[src/rtl/branch_resolve_queue_if.sv]
// Handshake bundle between predictor, execute stage and branch_resolve_queue.
// The master modport is the environment view; slave is the queue's view.
interface branch_resolve_queue_if #(
  parameter int DEPTH = 4,
  parameter int CNTW  = 16
);
  // Prediction push side
  logic        predValid;
  logic        predReady;
  logic [31:0] predPC;
  logic        predTaken;
  logic [31:0] predTarget;
  logic [2:0]  branchT;

  // Execute side
  logic        exValid;
  logic [31:0] exPC;
  logic [31:0] rs1Data;
  logic [31:0] rs2Data;
  logic [31:0] exTarget;

  // Resolve / training / redirect side
  logic                    branchResolved;
  logic                    actualTaken;
  logic [31:0]             resolvedPC;
  logic [2:0]              resolvedT;
  logic                    redirectValid;
  logic [31:0]             redirectPC;
  logic                    orderError;
  logic [CNTW-1:0]         mispredictCount;
  logic [$clog2(DEPTH):0]  occupancy;

  modport master (
    output predValid, predPC, predTaken, predTarget, branchT,
    output exValid, exPC, rs1Data, rs2Data, exTarget,
    input  predReady, branchResolved, actualTaken, resolvedPC, resolvedT,
    input  redirectValid, redirectPC, orderError, mispredictCount, occupancy
  );

  modport slave (
    input  predValid, predPC, predTaken, predTarget, branchT,
    input  exValid, exPC, rs1Data, rs2Data, exTarget,
    output predReady, branchResolved, actualTaken, resolvedPC, resolvedT,
    output redirectValid, redirectPC, orderError, mispredictCount, occupancy
  );
endinterface

[src/rtl/branch_resolve_queue.sv]
// In-flight branch prediction FIFO: resolves RV32 branch conditions, trains the predictor,
// redirects fetch and flushes on mispredict. Define BRQ_TARGET_CHECK_EN to also flag wrong targets.
module branch_resolve_queue #(
  parameter int DEPTH = 4,
  parameter int CNTW  = 16
) (
  input  logic                  clk,
  input  logic                  reset,
  branch_resolve_queue_if.slave bus
);

  localparam int           AW       = $clog2(DEPTH);
  localparam logic [AW:0]  FULL_CNT = (AW+1)'(DEPTH);

  function automatic logic evalCond(input logic [2:0]  funct3,
                                    input logic [31:0] a,
                                    input logic [31:0] b);
    logic signed [31:0] sa;
    logic signed [31:0] sb;
    logic               res;
    sa = signed'(a);
    sb = signed'(b);
    case (funct3)
      3'b000:  res = (a == b);
      3'b001:  res = (a != b);
      3'b100:  res = (sa < sb);
      3'b101:  res = (sa >= sb);
      3'b110:  res = (a < b);
      3'b111:  res = (a >= b);
      default: res = 1'b0;
    endcase
    return res;
  endfunction

  function automatic logic [CNTW-1:0] satInc(input logic [CNTW-1:0] v);
    return (&v) ? v : v + CNTW'(1);
  endfunction

  // Queue storage carries no reset; validity is tracked entirely by the pointers
  logic [31:0] qPC    [DEPTH];
  logic        qTaken [DEPTH];
  logic [2:0]  qType  [DEPTH];
`ifdef BRQ_TARGET_CHECK_EN
  logic [31:0] qTarget[DEPTH];
`endif

  logic [AW-1:0] headPtr;
  logic [AW-1:0] tailPtr;
  logic [AW:0]   count;
  logic [AW:0]   countNext;
  logic          rdy_p1;

  logic [31:0]   headPC_p0;
  logic          headTaken_p0;
  logic [2:0]    headT_p0;
  logic          empty_p0;
  logic          pop_p0;
  logic          push_p0;
  logic          cond_p0;
  logic          targetMiss_p0;
  logic          mispred_p0;
  logic          badOrder_p0;

  logic            vld_p1;
  logic            actual_p1;
  logic [31:0]     resolvedPC_p1;
  logic [2:0]      resolvedT_p1;
  logic            redirect_p1;
  logic [31:0]     redirectPC_p1;
  logic            orderErr_p1;
  logic [CNTW-1:0] missCnt_p1;

  // ---- Stage 0: head lookup, condition evaluation, push/pop decision ----
  always_comb begin
    headPC_p0    = qPC[headPtr];
    headTaken_p0 = qTaken[headPtr];
    headT_p0     = qType[headPtr];
    empty_p0     = (count == '0);
    pop_p0       = bus.exValid && !empty_p0;
    cond_p0      = evalCond(headT_p0, bus.rs1Data, bus.rs2Data);
`ifdef BRQ_TARGET_CHECK_EN
    targetMiss_p0 = headTaken_p0 && cond_p0 && (qTarget[headPtr] != bus.exTarget);
`else
    targetMiss_p0 = 1'b0;
`endif
    mispred_p0   = pop_p0 && ((headTaken_p0 != cond_p0) || targetMiss_p0);
    // A flush drops any push arriving in the same cycle
    push_p0      = bus.predValid && rdy_p1 && !mispred_p0;
    badOrder_p0  = bus.exValid && (empty_p0 || (bus.exPC != headPC_p0));
  end

  always_comb begin
    countNext = count;
    if (push_p0 && !pop_p0) countNext = count + (AW+1)'(1);
    if (pop_p0 && !push_p0) countNext = count - (AW+1)'(1);
  end

  always_ff @(posedge clk) begin
    if (push_p0) begin
      qPC[tailPtr]    <= bus.predPC;
      qTaken[tailPtr] <= bus.predTaken;
      qType[tailPtr]  <= bus.branchT;
`ifdef BRQ_TARGET_CHECK_EN
      qTarget[tailPtr] <= bus.predTarget;
`endif
    end
  end

  always_ff @(posedge clk or negedge reset) begin
    if (!reset) begin
      headPtr <= '0;
      tailPtr <= '0;
      count   <= '0;
      rdy_p1  <= 1'b0;
    end else if (mispred_p0) begin
      headPtr <= '0;
      tailPtr <= '0;
      count   <= '0;
      rdy_p1  <= 1'b1;
    end else begin
      headPtr <= headPtr + AW'(pop_p0);
      tailPtr <= tailPtr + AW'(push_p0);
      count   <= countNext;
      rdy_p1  <= (countNext != FULL_CNT);
    end
  end

  // ---- Stage 1: registered resolve, training and redirect outputs ----
  always_ff @(posedge clk or negedge reset) begin
    if (!reset) begin
      vld_p1        <= 1'b0;
      actual_p1     <= 1'b0;
      resolvedPC_p1 <= '0;
      resolvedT_p1  <= '0;
      redirect_p1   <= 1'b0;
      redirectPC_p1 <= '0;
      orderErr_p1   <= 1'b0;
      missCnt_p1    <= '0;
    end else begin
      vld_p1      <= pop_p0;
      redirect_p1 <= mispred_p0;
      orderErr_p1 <= orderErr_p1 | badOrder_p0;
      if (pop_p0) begin
        actual_p1     <= cond_p0;
        resolvedPC_p1 <= headPC_p0;
        resolvedT_p1  <= headT_p0;
      end
      if (mispred_p0) begin
        redirectPC_p1 <= cond_p0 ? bus.exTarget : headPC_p0 + 32'd4;
        missCnt_p1    <= satInc(missCnt_p1);
      end
    end
  end

  assign bus.predReady       = rdy_p1;
  assign bus.branchResolved  = vld_p1;
  assign bus.actualTaken     = actual_p1;
  assign bus.resolvedPC      = resolvedPC_p1;
  assign bus.resolvedT       = resolvedT_p1;
  assign bus.redirectValid   = redirect_p1;
  assign bus.redirectPC      = redirectPC_p1;
  assign bus.orderError      = orderErr_p1;
  assign bus.mispredictCount = missCnt_p1;
  assign bus.occupancy       = count;

endmodule

[src/flat_wrapper.sv]
// flat-port wrapper written by rule: the top's interface ports become plain ports
module branch_resolve_queue_flat 
#(
  parameter int DEPTH = 4,
  parameter int CNTW  = 16
)
  (clk, reset, bus_predValid, bus_predPC, bus_predTaken, bus_predTarget, bus_branchT, bus_exValid, bus_exPC, bus_rs1Data, bus_rs2Data, bus_exTarget, bus_predReady, bus_branchResolved, bus_actualTaken, bus_resolvedPC, bus_resolvedT, bus_redirectValid, bus_redirectPC, bus_orderError, bus_mispredictCount, bus_occupancy);
  branch_resolve_queue_if #(.DEPTH(DEPTH), .CNTW(CNTW)) bus_i ();
  input  logic clk;
  input  logic reset;
  input wire logic [$bits(bus_i.predValid)-1:0] bus_predValid;
  input wire logic [$bits(bus_i.predPC)-1:0] bus_predPC;
  input wire logic [$bits(bus_i.predTaken)-1:0] bus_predTaken;
  input wire logic [$bits(bus_i.predTarget)-1:0] bus_predTarget;
  input wire logic [$bits(bus_i.branchT)-1:0] bus_branchT;
  input wire logic [$bits(bus_i.exValid)-1:0] bus_exValid;
  input wire logic [$bits(bus_i.exPC)-1:0] bus_exPC;
  input wire logic [$bits(bus_i.rs1Data)-1:0] bus_rs1Data;
  input wire logic [$bits(bus_i.rs2Data)-1:0] bus_rs2Data;
  input wire logic [$bits(bus_i.exTarget)-1:0] bus_exTarget;
  output wire logic [$bits(bus_i.predReady)-1:0] bus_predReady;
  output wire logic [$bits(bus_i.branchResolved)-1:0] bus_branchResolved;
  output wire logic [$bits(bus_i.actualTaken)-1:0] bus_actualTaken;
  output wire logic [$bits(bus_i.resolvedPC)-1:0] bus_resolvedPC;
  output wire logic [$bits(bus_i.resolvedT)-1:0] bus_resolvedT;
  output wire logic [$bits(bus_i.redirectValid)-1:0] bus_redirectValid;
  output wire logic [$bits(bus_i.redirectPC)-1:0] bus_redirectPC;
  output wire logic [$bits(bus_i.orderError)-1:0] bus_orderError;
  output wire logic [$bits(bus_i.mispredictCount)-1:0] bus_mispredictCount;
  output wire logic [$bits(bus_i.occupancy)-1:0] bus_occupancy;
  assign bus_i.predValid = bus_predValid;
  assign bus_i.predPC = bus_predPC;
  assign bus_i.predTaken = bus_predTaken;
  assign bus_i.predTarget = bus_predTarget;
  assign bus_i.branchT = bus_branchT;
  assign bus_i.exValid = bus_exValid;
  assign bus_i.exPC = bus_exPC;
  assign bus_i.rs1Data = bus_rs1Data;
  assign bus_i.rs2Data = bus_rs2Data;
  assign bus_i.exTarget = bus_exTarget;
  assign bus_predReady = bus_i.predReady;
  assign bus_branchResolved = bus_i.branchResolved;
  assign bus_actualTaken = bus_i.actualTaken;
  assign bus_resolvedPC = bus_i.resolvedPC;
  assign bus_resolvedT = bus_i.resolvedT;
  assign bus_redirectValid = bus_i.redirectValid;
  assign bus_redirectPC = bus_i.redirectPC;
  assign bus_orderError = bus_i.orderError;
  assign bus_mispredictCount = bus_i.mispredictCount;
  assign bus_occupancy = bus_i.occupancy;
  branch_resolve_queue #(.DEPTH(DEPTH), .CNTW(CNTW)) u_core (.clk(clk), .reset(reset), .bus(bus_i));
endmodule
[config.mk]
export PLATFORM = sky130hd
export DESIGN_NAME = branch_resolve_queue_flat
export DESIGN_NICKNAME = d
export VERILOG_FILES = /design/src/rtl/branch_resolve_queue_if.sv /design/src/rtl/branch_resolve_queue.sv /design/src/flat_wrapper.sv
export SDC_FILE = /design/constraint.sdc
export NUM_CORES = 1
export LEC_CHECK = 0
export ABC_AREA = 1
export CAP_MARGIN = 20
export CORE_AREA = 2 2 157 159
export DETAILED_ROUTE_END_ITERATION = 10
export DIE_AREA = 0 0 159 161
export PLACE_DENSITY = 0.88
export SLEW_MARGIN = 20
export SYNTH_ARGS = -nofsm -noshare
export SYNTH_HDL_FRONTEND = slang
export SYNTH_SLANG_ARGS = --single-unit
[constraint.sdc]
create_clock -name clk -period 5.7 [get_ports clk]
set_clock_uncertainty 0.15 [all_clocks]
set_input_delay 0.57 -clock clk [delete_from_list [all_inputs] [get_ports clk]]
set_output_delay 0.57 -clock clk [all_outputs]
set_load 0.02 [all_outputs]
==> results.md <==
* Final worst path period need at 4.04 ns
* Switching Fraction at 0.432
* Area growth syn-to-layout at 30.1%
* FMAX at 247 MHz
* Seq pwr share at 0.311
* Largest net degree at the start of global routing at 75
* Final Hold Viols at 14
* Crit path max fanout at 36
* Share of cells above drive strength 1 at 0.0863
* DR vias at 9520
* Sink Count at 239
* CP max-delay cell: buf_4
* Startpoint Class: flop
* Initial DRT Pass Iterations at 5
* Post-Syn Nets at 1395
* I/O Buffers at 258
* GR Overflow Total at 0
* Net Sw Power at 3.62 mW
* Combinational group share of total power at 0.494
* WL/cell at 18.7 um
* Max-Cap Viols at 0
* DP Wirelength at 22.7 mm
* Dpl ws at 1.42 ns
* Number of synthesized flops with an enable pin at 144
* Rows at 57
* Yosys top cell area share at 0.365
* DIE HEIGHT at 161 um
* Wirelength, routed at 32.7 mm
* Post-CTS setup buffer count at 0
* Final setup violating endpoints at 0
* Synth Flop Type: edfxtp_1
* Slowest cell delay on critical path at 0.51 ns
* Pint at 4.75 mW
* Die X at 159 um
* Initial antenna violation count at 1
* Vias in the first global route at 9625
* Final Cycle Share at 0.709
* Failing checks: hold timing
* Area contributors post-synth: edfxtp_1 (37%), dfrtp_1 (20%), nand2_1 (9.4%)
* Core Box Area at 24000 um^2
* Worst-margin pin slew at 0.821 ns
* Initial Util at 0.494
* Synth top cells by count: nand2_1 (295), edfxtp_1 (144), dfrtp_1 (95)
* Syn Area/Cell at 10.2 um^2
* First-pass GRT wire length at 51.5 mm
* Register area share after synthesis at 0.566
* RSZ-0062 raised after global routing: no
* H-tree levels at 1
* CTS tree: built
* Root buffer cell: clkbuf_16
* Critical path endpoint category: flop
* Via density at 5.44
* Worst-path cell chain: buf_4 -> inv_2 -> buf_4 -> nand3_1 -> nand2_1 -> a21oi_1 -> nand3_1 -> nand3_1 -> nand2_1 -> inv_2 -> nand3_1 -> buf_4 -> nand2_1 -> nand3_4 -> nand2_4 -> nor3_2 -> buf_4
* Hold bufs inserted after CTS at 0
* Register bit total from synthesis at 239
* YS warnings at 0
* Number of top-level pins at 291
* Final Worst Setup Slack at 1.66 ns
* Slew Viols, Final at 0
* Residual DRC at 0
* Pwr dens at 543 nW/um^2
* P_leak at 6.34 nW
* Worst VDD drop at 311 uV
* Post-synth top area cell: edfxtp_1
* Die Footprint at 25600 um^2
* Final nets at 1646
* Cts bufs inserted at 25
* Final cell count without fillers at 1751
* Post_cts resized at 0
* Inst Count DP at 1704
* Core Util, Final at 0.643
* Top Family by Delay on Critical Path: buffers and inverters
* Clock Latency Late Sink at 0.53 ns
* Clk buf depth at 3
* Initial DRC Count at 772
* Worst EP arrival at 4.04 ns
* Antenna Nets Post-Route at 0
* Most frequent cell after synthesis: nand2_1
* Clock transition at the registers of the reported paths at 0.06 ns
* Worst Path Buf+Inv at 6
* Distinct cell type count after synthesis at 51
* Total global-route track usage at 0.256
* Min-Delay Path Class: in -> async
* CP required at 5.70 ns
* Setup TNS at 0 ns
* Post-Synthesis Cells at 1156
* Ys async rst share at 0.397
* GP Congestion at 0.911
* Status: finished, violations left
* Clock power share at 0.195
* Synthesized area at 11800 um^2
* Slew headroom at 0.452
* Hold WS at -0.0159 ns
* Setup CP Type: reg -> reg
## metal layers
layer | track usage | up-vias | wire (um)
li1 | - | 4453 | -
met1 | 0.325 | 4557 | 13400
met2 | 0.445 | 441 | 15900
met3 | 0.0483 | 69 | 2520
met4 | 0.0839 | 0 | 895
met5 | 0 | - | 0
## final timing paths
path                                       start                       endpoint  depth (start not counted)  slack [ns]
max in group asynchronous                  reset      u_core.bus.resolvedPC[25]                          2        4.44
max                            u_core.headPtr[1]               u_core.qPC[0][3]                         17        1.66
max reg2reg                    u_core.headPtr[1]               u_core.qPC[0][3]                         17        1.66
min                                        reset  u_core.bus.mispredictCount[5]                          1       -0.02
min reg2reg                u_core.bus.orderError          u_core.bus.orderError                          1        0.31
min in group clk           u_core.bus.orderError          u_core.bus.orderError                          1        0.31
## placed cells by master (no fill, tap or decap), drive strengths merged, types with 19 or more instances in the layout
cell type        n
a21oi           43
clkbuf          26
clkdlybuf4s50  257
dfrtp           95
edfxtp         144
ha              39
inv             94
nand2          305
nand3           49
nor2            80
nor3            20
o21ai          101
xnor2           19
xor2            43
## state kept, by name (all words and copies together), names as in the netlist, 2 cells and up
signal and cells:
u_core.tailPtr 2, u_core.bus.mispredictCount 16, u_core.bus.redirectPC 32, u_core.headPtr 2
u_core.qTaken 4, u_core.qPC 128, u_core.qType 12, u_core.bus.occupancy 3
u_core.bus.resolvedT 3, u_core.bus.resolvedPC 32
## power groups by stage
stage / clock network (mW) / registers (mW) / logic, mW
2_1_floorplan: 0 / 2.93 / 2.38
3_3_place_gp: 0 / 2.60 / 4.00
3_5_place_dp: 0 / 2.62 / 4.11
4_1_cts: 1.64 / 2.59 / 4.15
5_1_grt: 1.72 / 2.65 / 4.53
6_report: 1.63 / 2.60 / 4.13
## layout make-up
cell class | instances | area [um^2]
tap | 324 | 405
clock inverter | 20 | 195
sequential | 239 | 6700
multi-input combinational | 782 | 4460
clock buffer | 26 | 629
timing repair buffer | 269 | 2660
inverter | 90 | 345
antenna | 1 | 2.50
fill | 1820 | 8560
## kinds of logic (layout without fill, tap and decap cells)
group	after synthesis	after routing	synth area share
flip-flops	239	239	0.566
XOR/XNOR	62	62	0.0459
buffers and inverters	135	405	0.0591
other	0	1	0
adder cells (fa/ha/maj)	39	39	0.0412
AO/OA/AOI/OAI	200	200	0.103
AND/OR/NAND/NOR	481	481	0.185
## per-stage QoR
stage | total power, mW | area (um^2)
floorplan | 5.31 | 11800
global placement | 6.61 | 14600
detailed placement | 6.73 | 14600
CTS | 8.38 | 15400
global route | 8.89 | 15400
finish | 8.36 | 15400
Power figures use the tool's default switching activity.
